**src/rtl/lb_pkg.sv**
```systemverilog
// Shared types and control-word layout for the region scheduler and load balancer.
package lb_pkg;

    localparam int unsigned OID_W           = 16;
    localparam int unsigned BUSY_W          = 16;
    localparam int unsigned STAT_W          = 32;
    localparam int unsigned CTRL_W          = 32;
    localparam int unsigned CTRL_VALID_BIT  = 31;
    localparam int unsigned CTRL_REGION_LSB = 16;
    localparam int unsigned CTRL_REGION_W   = 8;
    localparam int unsigned CTRL_OID_LSB    = 0;

    localparam logic [OID_W-1:0] OID_NONE = 16'hFFFF;

    typedef enum logic [1:0] {
        ST_IDLE,
        ST_DECIDE,
        ST_PR_WAIT,
        ST_DISPATCH
    } sched_state_t;

    typedef struct packed {
        logic [BUSY_W-1:0] busy;
        logic [OID_W-1:0]  oid;
    } region_stat_t;

    // Valid control word carrying a zero-extended region index and operator id.
    function automatic logic [CTRL_W-1:0] make_ctrl(
        input logic [CTRL_REGION_W-1:0] region,
        input logic [OID_W-1:0]         oid
    );
        logic [CTRL_W-1:0] ctrl;
        ctrl                                   = '0;
        ctrl[CTRL_VALID_BIT]                   = 1'b1;
        ctrl[CTRL_REGION_LSB +: CTRL_REGION_W] = region;
        ctrl[CTRL_OID_LSB +: OID_W]            = oid;
        return ctrl;
    endfunction

endpackage

```
**src/rtl/region_scheduler_region_select.sv**
```systemverilog
// Picks the least-busy region holding an operator, and the lowest-index idle region.
module region_select
    import lb_pkg::*;
#(
    parameter int unsigned N_REGIONS = 4,
    parameter int unsigned IDX_W     = 2
) (
    input  region_stat_t     stats [N_REGIONS],
    input  logic [OID_W-1:0] oid,
    output logic             hit,
    output logic [IDX_W-1:0] hit_idx,
    output logic             idle_found,
    output logic [IDX_W-1:0] idle_idx
);

    logic [BUSY_W-1:0] best_busy;

    // Strict less-than keeps the earlier (lower) index on busy ties.
    always_comb begin
        hit        = 1'b0;
        hit_idx    = '0;
        idle_found = 1'b0;
        idle_idx   = '0;
        best_busy  = '1;
        for (int unsigned r = 0; r < N_REGIONS; r++) begin
            if (stats[r].oid == oid && (!hit || stats[r].busy < best_busy)) begin
                hit       = 1'b1;
                hit_idx   = IDX_W'(r);
                best_busy = stats[r].busy;
            end
            if (stats[r].busy == '0 && !idle_found) begin
                idle_found = 1'b1;
                idle_idx   = IDX_W'(r);
            end
        end
    end

endmodule

```
**src/rtl/region_scheduler.sv**
```systemverilog
// Schedules one request at a time onto a loaded region, reconfiguring an idle one on a miss.
module region_scheduler
    import lb_pkg::*;
#(
    parameter int unsigned HTTP_META_WIDTH      = 98,
    parameter int unsigned HTTP_META_META_WIDTH = 48,
    parameter int unsigned HTTP_METHOD_WIDTH    = 32,
    parameter int unsigned OPERATOR_ID_WIDTH    = 16,
    parameter int unsigned N_REGIONS            = 4,
    parameter int unsigned PR_TIMEOUT           = 4096
) (
    input  logic                           aclk,
    input  logic                           aresetn,
    input  logic                           meta_valid,
    output logic                           meta_ready,
    input  logic [HTTP_META_WIDTH-1:0]     meta_data,
    input  logic [N_REGIONS*STAT_W-1:0]    region_stats_in,
    input  logic                           pr_done,
    input  logic                           disp_ready,
    output logic                           disp_valid,
    output logic [CTRL_W-1:0]              lb_ctrl,
    output logic [CTRL_W-1:0]              pr_ctrl,
    output logic                           pr_err,
    output logic [15:0]                    drop_cnt
);

    localparam int unsigned IDX_W = (N_REGIONS > 1) ? $clog2(N_REGIONS) : 1;
    localparam int unsigned TMO_W = (PR_TIMEOUT > 1) ? $clog2(PR_TIMEOUT) : 1;
    localparam logic [TMO_W-1:0] TMO_LAST = TMO_W'(PR_TIMEOUT - 1);
    localparam int unsigned FLAGS_LSB = HTTP_META_META_WIDTH + HTTP_METHOD_WIDTH;
    localparam int unsigned OID_LSB   = HTTP_META_WIDTH - OPERATOR_ID_WIDTH;

    sched_state_t      state;
    region_stat_t      stats [N_REGIONS];
    logic [OID_W-1:0]  oid_q;
    logic [IDX_W-1:0]  pr_region_q;
    logic [TMO_W-1:0]  tmo_cnt;

    logic              hit;
    logic              idle_found;
    logic [IDX_W-1:0]  hit_idx;
    logic [IDX_W-1:0]  idle_idx;

    // Only the operator id steers scheduling; the remaining fields pass through untouched.
    logic unused_meta;
    assign unused_meta = ^{meta_data[OID_LSB-1:FLAGS_LSB],
                           meta_data[HTTP_META_META_WIDTH +: HTTP_METHOD_WIDTH],
                           meta_data[HTTP_META_META_WIDTH-1:0]};

    // One-cycle-stale snapshot of region status.
    always_ff @(posedge aclk or negedge aresetn) begin
        if (!aresetn) begin
            for (int unsigned r = 0; r < N_REGIONS; r++) begin
                stats[r] <= '{busy: '0, oid: OID_NONE};
            end
        end else begin
            for (int unsigned r = 0; r < N_REGIONS; r++) begin
                stats[r] <= region_stat_t'(region_stats_in[r*STAT_W +: STAT_W]);
            end
        end
    end

    region_select #(
        .N_REGIONS (N_REGIONS),
        .IDX_W     (IDX_W)
    ) u_region_select (
        .stats      (stats),
        .oid        (oid_q),
        .hit        (hit),
        .hit_idx    (hit_idx),
        .idle_found (idle_found),
        .idle_idx   (idle_idx)
    );

    always_ff @(posedge aclk or negedge aresetn) begin
        if (!aresetn) begin
            state       <= ST_IDLE;
            meta_ready  <= 1'b0;
            disp_valid  <= 1'b0;
            lb_ctrl     <= '0;
            pr_ctrl     <= '0;
            pr_err      <= 1'b0;
            drop_cnt    <= '0;
            oid_q       <= OID_NONE;
            pr_region_q <= '0;
            tmo_cnt     <= '0;
        end else begin
            case (state)
                ST_IDLE: begin
                    if (meta_valid && meta_ready) begin
                        oid_q      <= OID_W'(meta_data[OID_LSB +: OPERATOR_ID_WIDTH]);
                        meta_ready <= 1'b0;
                        state      <= ST_DECIDE;
                    end else begin
                        meta_ready <= 1'b1;
                    end
                end

                ST_DECIDE: begin
                    if (oid_q == OID_NONE) begin
                        if (drop_cnt != 16'hFFFF) begin
                            drop_cnt <= drop_cnt + 16'd1;
                        end
                        meta_ready <= 1'b1;
                        state      <= ST_IDLE;
                    end else if (hit) begin
                        lb_ctrl    <= make_ctrl(CTRL_REGION_W'(hit_idx), oid_q);
                        disp_valid <= 1'b1;
                        state      <= ST_DISPATCH;
                    end else if (idle_found) begin
                        pr_ctrl     <= make_ctrl(CTRL_REGION_W'(idle_idx), oid_q);
                        pr_region_q <= idle_idx;
                        tmo_cnt     <= '0;
                        state       <= ST_PR_WAIT;
                    end
                    // No holder and no idle region: wait here for status to change.
                end

                ST_PR_WAIT: begin
                    if (pr_done) begin
                        pr_ctrl[CTRL_VALID_BIT] <= 1'b0;
                        lb_ctrl    <= make_ctrl(CTRL_REGION_W'(pr_region_q), oid_q);
                        disp_valid <= 1'b1;
                        state      <= ST_DISPATCH;
                    end else if (tmo_cnt == TMO_LAST) begin
                        pr_ctrl <= '0;
                        pr_err  <= 1'b1;
                        state   <= ST_DECIDE;
                    end else begin
                        tmo_cnt <= tmo_cnt + TMO_W'(1);
                    end
                end

                ST_DISPATCH: begin
                    if (disp_ready) begin
                        disp_valid              <= 1'b0;
                        lb_ctrl[CTRL_VALID_BIT] <= 1'b0;
                        meta_ready              <= 1'b1;
                        state                   <= ST_IDLE;
                    end
                end

                default: begin
                    state <= ST_IDLE;
                end
            endcase
        end
    end

endmodule

```
**config.mk**
```make
export PLATFORM = sky130hd
export DESIGN_NAME = region_scheduler
export DESIGN_NICKNAME = d
export VERILOG_FILES = /design/src/rtl/lb_pkg.sv /design/src/rtl/region_scheduler_region_select.sv /design/src/rtl/region_scheduler.sv
export SDC_FILE = /design/constraint.sdc
export NUM_CORES = 1
export LEC_CHECK = 0
export BUFFER_PORTS_ARGS = -buffer_cell sky130_fd_sc_hd__buf_2
export CAP_MARGIN = 10
export CELL_PAD_IN_SITES_DETAIL_PLACEMENT = 1
export CELL_PAD_IN_SITES_GLOBAL_PLACEMENT = 1
export CORE_AREA = 2 2 154 156
export CTS_CLUSTER_DIAMETER = 120
export DETAILED_ROUTE_END_ITERATION = 7
export DIE_AREA = 0 0 156 158
export PLACE_DENSITY = 0.87
export SETUP_SLACK_MARGIN = 0.05
export SLEW_MARGIN = 30
export SYNTH_ARGS = -nofsm -noshare
export SYNTH_HDL_FRONTEND = slang
export SYNTH_SLANG_ARGS = --single-unit
```
**constraint.sdc**
```tcl
create_clock -name aclk -period 14 [get_ports aclk]
set_clock_uncertainty 0.15 [all_clocks]
set_input_delay 2.8 -clock aclk [delete_from_list [all_inputs] [get_ports aclk]]
set_output_delay 2.8 -clock aclk [all_outputs]
set_load 0.03 [all_outputs]
```
==> impl_metrics.ini, run 1 <==
[yosys]
yosys_warnings = 0
ys_types = 60
ys_ff_latch = 216
synthTopCellsByArea = dfrtp_1 (35%), dfstp_2 (22%), xor2_1 (6.5%)
netlist_area_um2 = 9750
yosysSeqAreaShare_pct = 56.5
synthCells = 815
synth_top_cell_by_area = dfrtp_1
synth_edf_count = 0
yosysMostFrequentCell = dfrtp_1
ys_async_sr_fraction_pct = 100
synth.avg_cell_area_um2 = 12.0
synth-main-ff-cell = dfrtp_1
synth_common_cells = dfrtp_1 (136), dfstp_2 (80), xor2_1 (72)
synth_top_area_share_pct = 34.9

[power_and_ir_drop]
peakVddDrop_mv = 0.124
power_mw = 1.80
leakage_nw = 5.65
power.density_nw_per_um2 = 153

[cts]
cts_num_sinks = 216
post_cts_buffers = 0
tritoncts = built
clockBufferDepth = 3
hold_buffers = 0
cts_resized = 0
cts_inserted_buffers = 24
cts_root_buffer = clkbuf_16
clk_latency_ns = 0.54
clkSlewWorstSetupHoldPaths_ns = 0.06
htree_levels = 1

[final_layout]
area_growth_pct = 20.7
drive_gt1_share_pct = 37.2
post-route-util_pct = 51.0
fin_nets = 1296
fin_cells = 1331

[route]
antenna_left = 0
viasPerCell = 5.37
drt-initial-drc-count = 245
drt_pass1_iterations = 4
wirelength_mm = 27.7
remaining_drc_errors = 0
num_vias = 7142
avgRoutedWirePerCell_um = 20.8

[grt]
grt_usage_pct = 22.9
grt_max_degree = 85
grt_pass1_wl_mm = 43.5
grt-ovfl-total = 0
grt_pass1_vias = 8015
antenna_found_initial = 4

[sta]
hold_viol = 0
period_share_pct = 63.9
maxSlewHeadroom_pct = 33.6
tns_ns = 0
max_freq_ghz = 0.112
finalSetupViolCount = 0
worst_pin_slew_ns = 0.993
period_needed_ns = 8.95
worst_slack_ns = 5.05
grt_setup_unrepaired = false
drv_slew = 0

[worst_setup_path]
critical_path_class = register to register
startpoint_type = register
rrSetupSlack_ns = 5.05
cp_slowest_cell = a221oi_1
reg2reg_from = oid_q[13]
worst_setup_path_end_kind = register
crit_required_ns = 14.23
slowest_delay_ns = 0.79
cpMostUsedCell = a21oi_1
arrival_ns = 9.18
cp_max_fo = 16
r2r-end = lb_ctrl[17]
worstRegToRegCells = 30

[worst_hold_path]
hold_depth = 2
min-delay-start = pr_ctrl[5]
hold_end = pr_ctrl[5]
min_path_type = register to register

[place]
gp_congestion = 0.856
place_inst = 1283
pre_cts_slack_ns = 4.72
place_hpwl_mm = 20.4
port_buffers = 205

[floorplan]
io-pin-count = 314
die_w_um = 156
coreArea_um2 = 23100
die_area_um2 = 24600
core.rowCount = 56
start_util_pct = 42.3
die_h_um = 158

[status]
status = completed

[job]
cap_violations = 0
## logic make-up (layout without fill, tap and decap cells)
family | Yosys count | in the layout | synth area share [%]
fa+ha+maj | 47 | 47 | 6.01
other cells | 1 | 30 | 0.0385
simple gates | 236 | 236 | 12.3
compound gates | 94 | 94 | 6.44
buf+inv | 83 | 280 | 4.76
xor+xnor | 89 | 89 | 8.00
flops | 216 | 216 | 56.5
mux | 49 | 49 | 6.01
## power breakdown
part           leakage, nW  internal (mW)  switching [mW]  total (mW)
combinational         2.79          0.135           0.179       0.314
sequential            2.47          0.722           0.129       0.851
clock                0.387          0.378           0.258       0.635
## per-stage QoR
step | hold WS, ns | area, um^2
after CTS | 0.315 | 11700
after global placement | 0.296 | 10900
after floorplan | 0.300 | 9840
final | 0.312 | 11800
after global routing | 0.346 | 11800
after detailed placement | 0.301 | 10900
## per-layer routing
metal / up-vias / wire, um / GRT usage, %
met5: - / 0 / 0
met4: 0 / 983 / 9.09
met3: 67 / 1620 / 4.82
met2: 244 / 14400 / 42.5
met1: 3602 / 10600 / 25.8
li1: 3229 / - / -
## state kept, by name, indices dropped and copies added (netlist names), 2 cells and up
name and count:
state 2, drop_cnt 16, stats 128, lb_ctrl 19, tmo_cnt 12, pr_ctrl 19, pr_region_q 2, oid_q 16
## final cells by class
type / instances / area [um^2]
fillers: 2491 / 11300
repair buffers: 211 / 1110
inverters: 26 / 97.6
multi-input cells: 541 / 3880
diodes: 4 / 10.0
clock buffers: 37 / 689
clock inverters: 6 / 109
well taps: 290 / 363
flip-flops and latches: 216 / 5510
## worst max path at each step
stage	from	end	slack, ns	cells past startpoint
2_1_floorplan	oid_q[7]	lb_ctrl[16]	6.34	35
3_3_place_gp	oid_q[12]	lb_ctrl[17]	4.88	29
3_5_place_dp	oid_q[15]	lb_ctrl[17]	4.72	29
4_1_cts	oid_q[15]	lb_ctrl[17]	4.61	29
5_1_grt	oid_q[13]	lb_ctrl[17]	4.34	30
6_report	oid_q[13]	lb_ctrl[17]	5.05	30
## critical path, delay by kind of cell (launching register included)
| kind | cells | cell delay, ns |
|---|---|---|
| AND/OR/NAND/NOR | 10 | 3.14 |
| buffers and inverters | 1 | 0.33 |
| XOR/XNOR | 1 | 0.11 |
| flip-flops | 1 | 0.70 |
| multiplexers | 1 | 0.43 |
| AO/OA/AOI/OAI | 14 | 2.98 |
| adder cells (fa/ha/maj) | 3 | 0.92 |
## cells in the final DEF, fill, tap and decap left out, drive strengths merged, types with 10 or more instances in the layout
cell / synthesis / final
dfrtp: 136 / 136
mux2: 49 / 49
xor2: 72 / 72
conb: 1 / 26
nor4: 38 / 38
clkbuf: 5 / 39
dfstp: 80 / 80
buf: 52 / 209
a21o: 10 / 10
xnor2: 17 / 17
nand3: 32 / 32
nand4: 25 / 25
inv: 25 / 25
o21ai: 19 / 19
a21oi: 18 / 18
nor2: 48 / 48
ha: 45 / 45
o22ai: 17 / 17
nand2: 57 / 57
No activity file was read; power rests on OpenSTA's default activity.
==> run 2: changes to the inputs <==
ABC_AREA = 1   (was not set)
CORE_AREA = 2 2 164 166   (was 2 2 154 156)
DIE_AREA = 0 0 166 168   (was 0 0 156 158)
PLACE_DENSITY = 0.81   (was 0.87)
clock period = 8.7 ns   (was 14 ns; I/O delays follow)
==> run 2 against run 1 <==
  * Die area up 13%
  * Cell area up 1.1%
  * Fmax up 22%
  * Utilization down 5.9 points
  * Via count up 8.7%
  * Critical path depth up 6
  * Final cell count up 20%
  * Largest power group unchanged
  * Worst hold slack better by 0.0035 ns
  * Combinational power rose to 2.7 times the previous value
  * Routed wire length up 3.0%
  * Critical endpoint unchanged
  * Non-clock buffer count down 2
  * Sequential power up 63%
==> impl_metrics.ini, run 2 <==
[status]
status = completed

[final_layout]
final_common_cell = nand2_1
top_regs = stats (128), lb_ctrl (19), pr_ctrl (19)
largest-register = stats
final_area_um2 = 11900
largest_reg_flops = 128
drive_gt1_share_pct = 28.9
fillers = 3067
final_cell_mix = nand2_1 (229), buf_2 (204), dfrtp_1 (136)
post-route-util_pct = 45.2
fin_nets = 1503
fin_cells = 1591
area_growth_pct = 20.9

[worst_setup_path]
critical_path_class = register to register
worst_setup_path_end_kind = register
worstRegToRegCells = 36
critPathTopFamily = simple AND/OR/NAND/NOR gates
startpoint_type = register
crit_required_ns = 9.01
arrival_ns = 7.64
crit_buf_inv = 1
cpMostUsedCell = nand2_1
cp_slowest_cell = dfstp_2
slowest_delay_ns = 0.63
crit_cells = 36
cp_max_fo = 32

[sta]
worst_pin_slew_ns = 0.884
hold_viol = 0
max_freq_ghz = 0.136
period_share_pct = 84.3
drv_slew = 0
holdWs_ns = 0.316
tns_ns = 0
period_needed_ns = 7.33
grt_setup_unrepaired = false
maxSlewHeadroom_pct = 41.1
finalSetupViolCount = 0
worst_slack_ns = 1.37

[power_and_ir_drop]
p_sw_share_pct = 36.5
power.density_nw_per_um2 = 277
seq_power_share_pct = 42.1
pwr-share-comb_pct = 25.9
peakVddDrop_mv = 0.180
p_clk_share_pct = 32.0
power_mw = 3.29
p_int_mw = 2.09
leakage_nw = 5.89
p_switching_mw = 1.20

[yosys]
ys_ff_latch = 216
synth_top_area_share_pct = 34.6
synth_top_cell_by_area = dfrtp_1
yosysMostFrequentCell = nand2_1
synthCells = 1024
synth.avg_cell_area_um2 = 9.61
yosys_warnings = 0
synthTopCellsByArea = dfrtp_1 (35%), dfstp_2 (21%), nand2_1 (8.7%)
ys_types = 36
yosysSeqAreaShare_pct = 55.9
ys_async_sr_fraction_pct = 100
synth_edf_count = 0
netlist_area_um2 = 9840
synth-main-ff-cell = dfrtp_1
synth_common_cells = nand2_1 (229), dfrtp_1 (136), o21ai_0 (89)

[floorplan]
die_w_um = 166
coreArea_um2 = 26400
core.rowCount = 60
die_area_um2 = 27900
start_util_pct = 37.4
die_h_um = 168
io-pin-count = 314

[place]
port_buffers = 205
pre_cts_slack_ns = 1.40
gp_congestion = 0.845
postPlaceCellArea_um2 = 11100
place_hpwl_mm = 21.6
place_inst = 1541

[cts]
cts_num_sinks = 216
clockBufferDepth = 3
clk_latency_ns = 0.54
clkSlewWorstSetupHoldPaths_ns = 0.06
cts_inserted_buffers = 25
post_cts_buffers = 0
cts_resized = 0
hold_buffers = 0
htree_levels = 1
cts_root_buffer = clkbuf_16
tritoncts = built

[route]
viasPerCell = 4.88
antenna_left = 0
wirelength_mm = 28.5
drt_pass1_iterations = 4
num_vias = 7763
avgRoutedWirePerCell_um = 17.9
drt-initial-drc-count = 262
remaining_drc_errors = 0

[grt]
grt_pass1_wl_mm = 45.5
antenna_found_initial = 7
grt_usage_pct = 20.6
grt-ovfl-total = 0
grt_pass1_vias = 8631
grt_max_degree = 97

[worst_hold_path]
min_path_type = register to register
hold_depth = 1

[job]
cap_violations = 0
==> run 2: final cells by class <==
| class | count | area [um^2] | area share [%] |
|---|---|---|---|
| Sequential cell | 216 | 5510 | 46.3 |
| Multi-Input combinational cell | 671 | 3680 | 30.9 |
| Clock buffer | 36 | 707 | 5.94 |
| Inverter | 104 | 390 | 3.28 |
| Antenna cell | 4 | 10.0 | 0.0841 |
| Tap cell | 341 | 427 | 3.58 |
| Timing Repair Buffer | 209 | 1060 | 8.95 |
| Clock inverter | 10 | 121 | 1.02 |
==> run 2: power by group through the flow <==
stage / clock network, mW / registers (mW) / logic (mW)
final: 1.05 / 1.39 / 0.852
after global routing: 1.12 / 1.41 / 0.959
after CTS: 1.08 / 1.39 / 0.872
after detailed placement: 0 / 1.40 / 0.866
after global placement: 0 / 1.39 / 0.832
after floorplan: 0 / 1.42 / 0.540
==> run 2: routing by layer <==
| layer | GRT usage, % | share of wire (%) |
|---|---|---|
| met2 | 37.2 | 50 |
| met1 | 24.3 | 40 |
| met3 | 5.10 | 6.2 |
| met5 | 0 | 0.19 |
| met4 | 6.31 | 3.0 |
==> run 2: cell families (layout without fill, tap and decap cells) <==
logic type / count (synthesis) / after routing / synth area share, %
fa+ha+maj: 45 / 45 / 5.72
other cells: 1 / 30 / 0.0381
flops: 216 / 216 / 55.9
simple gates: 408 / 408 / 18.2
buf+inv: 162 / 359 / 7.74
xor+xnor: 55 / 55 / 4.89
compound gates: 137 / 137 / 7.51
==> run 2: worst paths after layout <==
kind | from | end | slack, ns
hold reg to reg | pr_err | pr_err | 0.32
setup reg to reg | oid_q[5] | lb_ctrl[17] | 1.37
min in group asynchronous | aresetn | pr_ctrl[11] | 1.12
setup / recovery | oid_q[5] | lb_ctrl[17] | 1.37
max in group asynchronous | aresetn | drop_cnt[8] | 5.84
hold / removal | pr_err | pr_err | 0.32
==> run 3: changes to the inputs <==
CORE_AREA = 2 2 174 176   (was 2 2 164 166)
DIE_AREA = 0 0 176 178   (was 0 0 166 168)
PLACE_DENSITY = 0.77   (was 0.81)
clock period = 6.4 ns   (was 8.7 ns; I/O delays follow)
==> run 3 against run 2 <==
  * Non-clock buffer count up 58
  * Highest routed layer unchanged
  * Worst hold slack better by 0.0039 ns
  * Utilization down 2.1 points
  * Critical endpoint is now lb_ctrl[16]
  * Largest cell class unchanged
==> impl_metrics.ini, run 3 (same netlist as run 2, synthesis figures left out) <==
[sta]
holdWs_ns = 0.319
maxSlewHeadroom_pct = 37.0
period_needed_ns = 5.94
tns_ns = 0
max_freq_ghz = 0.168
worst_slack_ns = 0.463
finalSetupViolCount = 0
worst_pin_slew_ns = 0.936
grt_setup_unrepaired = true
drv_slew = 0
hold_viol = 0
period_share_pct = 92.8

[final_layout]
top_regs = stats (128), lb_ctrl (19), pr_ctrl (19)
diodes = 0
drive_gt1_share_pct = 34.3
final_cell_mix = nand2_1 (223), buf_2 (204), dfrtp_1 (136)
largest_reg_flops = 128
fin_cells = 1698
final_common_cell = nand2_1
largest-register = stats
final_area_um2 = 12700
area_growth_pct = 28.6
fin_nets = 1564
post-route-util_pct = 43.0

[power_and_ir_drop]
peakVddDrop_mv = 0.286
p_int_mw = 2.99
power.density_nw_per_um2 = 371
p_switching_mw = 1.70
seq_power_share_pct = 37.6
p_sw_share_pct = 36.3
p_clk_share_pct = 32.3
power_mw = 4.69
pwr-share-comb_pct = 30.0
leakage_nw = 6.27

[worst_hold_path]
hold_end = pr_err
min-delay-start = pr_err
min_path_type = register to register
hold_depth = 1

[worst_setup_path]
slowest_delay_ns = 0.55
reg2reg_from = oid_q[14]
cp_slowest_cell = dfstp_2
worst_setup_path_end_kind = register
r2r-end = lb_ctrl[16]
cp_max_fo = 17
arrival_ns = 6.26
rrSetupSlack_ns = 0.46
startpoint_type = register
crit_required_ns = 6.73
worstRegToRegCells = 43
cpMostUsedCell = nand2_1
critical_path_class = register to register

[place]
place_inst = 1645
port_buffers = 205
pre_cts_slack_ns = -0.0932
postPlaceCellArea_um2 = 11600
gp_congestion = 0.841
place_hpwl_mm = 22.2

[floorplan]
die_area_um2 = 31300
coreArea_um2 = 29400
core.rowCount = 63
io-pin-count = 314
die_h_um = 178
start_util_pct = 33.5
die_w_um = 176

[cts]
cts_inserted_buffers = 26
htree_levels = 1
clkSlewWorstSetupHoldPaths_ns = 0.06
hold_buffers = 0
clockBufferDepth = 3
clk_latency_ns = 0.56
tritoncts = built
cts_num_sinks = 216
cts_root_buffer = clkbuf_16

[grt]
grt_usage_pct = 19.2
antenna_found_initial = 4
grt_pass1_wl_mm = 47.0
grt-ovfl-total = 0
grt_max_degree = 118
grt_pass1_vias = 8864

[route]
num_vias = 8041
wirelength_mm = 29.8
drt-initial-drc-count = 280
viasPerCell = 4.74
remaining_drc_errors = 0
avgRoutedWirePerCell_um = 17.5
antenna_left = 0
drt_pass1_iterations = 4

[job]
cap_violations = 0

[status]
status = completed
run 3: cell type report:
cell class,count,area [um^2]
fill,3397,16700
tap,390,488
clock buffer,38,798
timing repair buffer,267,1540
multi-input combinational,673,3830
clock inverter,10,111
inverter,104,390
sequential,216,5510
run 3: power by group through the flow:
stage | combinational, mW | clock, mW | sequential [mW]
global placement | 1.37 | 0 | 1.77
CTS | 1.43 | 1.56 | 1.77
global route | 1.57 | 1.61 | 1.79
floorplan | 0.734 | 0 | 1.93
detailed placement | 1.42 | 0 | 1.78
finish | 1.41 | 1.52 | 1.77
run 3: what timing repair did:
| item | 4_1_cts | 5_1_grt |
|---|---|---|
| resized for setup | 7 | 39 |
| buffers inserted | 1 | 2 |
| setup endpoints to repair | 2 | 2 |
| cloned | 0 | 2 |
| pin swaps | 1 | 12 |
run 3: worst max-delay path by stage:
| stage | startpoint | to | cells past startpoint |
|---|---|---|---|
| 6_report | oid_q[14] | lb_ctrl[16] | 43 |
| 3_3_place_gp | oid_q[4] | lb_ctrl[16] | 38 |
| 4_1_cts | oid_q[4] | lb_ctrl[16] | 44 |
| 5_1_grt | oid_q[13] | lb_ctrl[16] | 41 |
| 3_5_place_dp | oid_q[7] | lb_ctrl[16] | 40 |
| 2_1_floorplan | oid_q[0] | lb_ctrl[16] | 45 |
run 3: metal layers:
metal | vias to the layer above | wire [um] | global-route usage [%]
met1 | 3938 | 12300 | 22.8
met3 | 52 | 1720 | 4.62
met4 | 6 | 897 | 5.13
met5 | - | 41 | 0
met2 | 220 | 14800 | 34.8
li1 | 3825 | - | -
run 3: worst max-delay path, delay by kind of cell, from the launching register on:
family,cells,cell delay [ns]
flops,1,0.55
buf+inv,5,0.68
compound gates,8,1.39
simple gates,27,2.34
fa+ha+maj,3,0.72
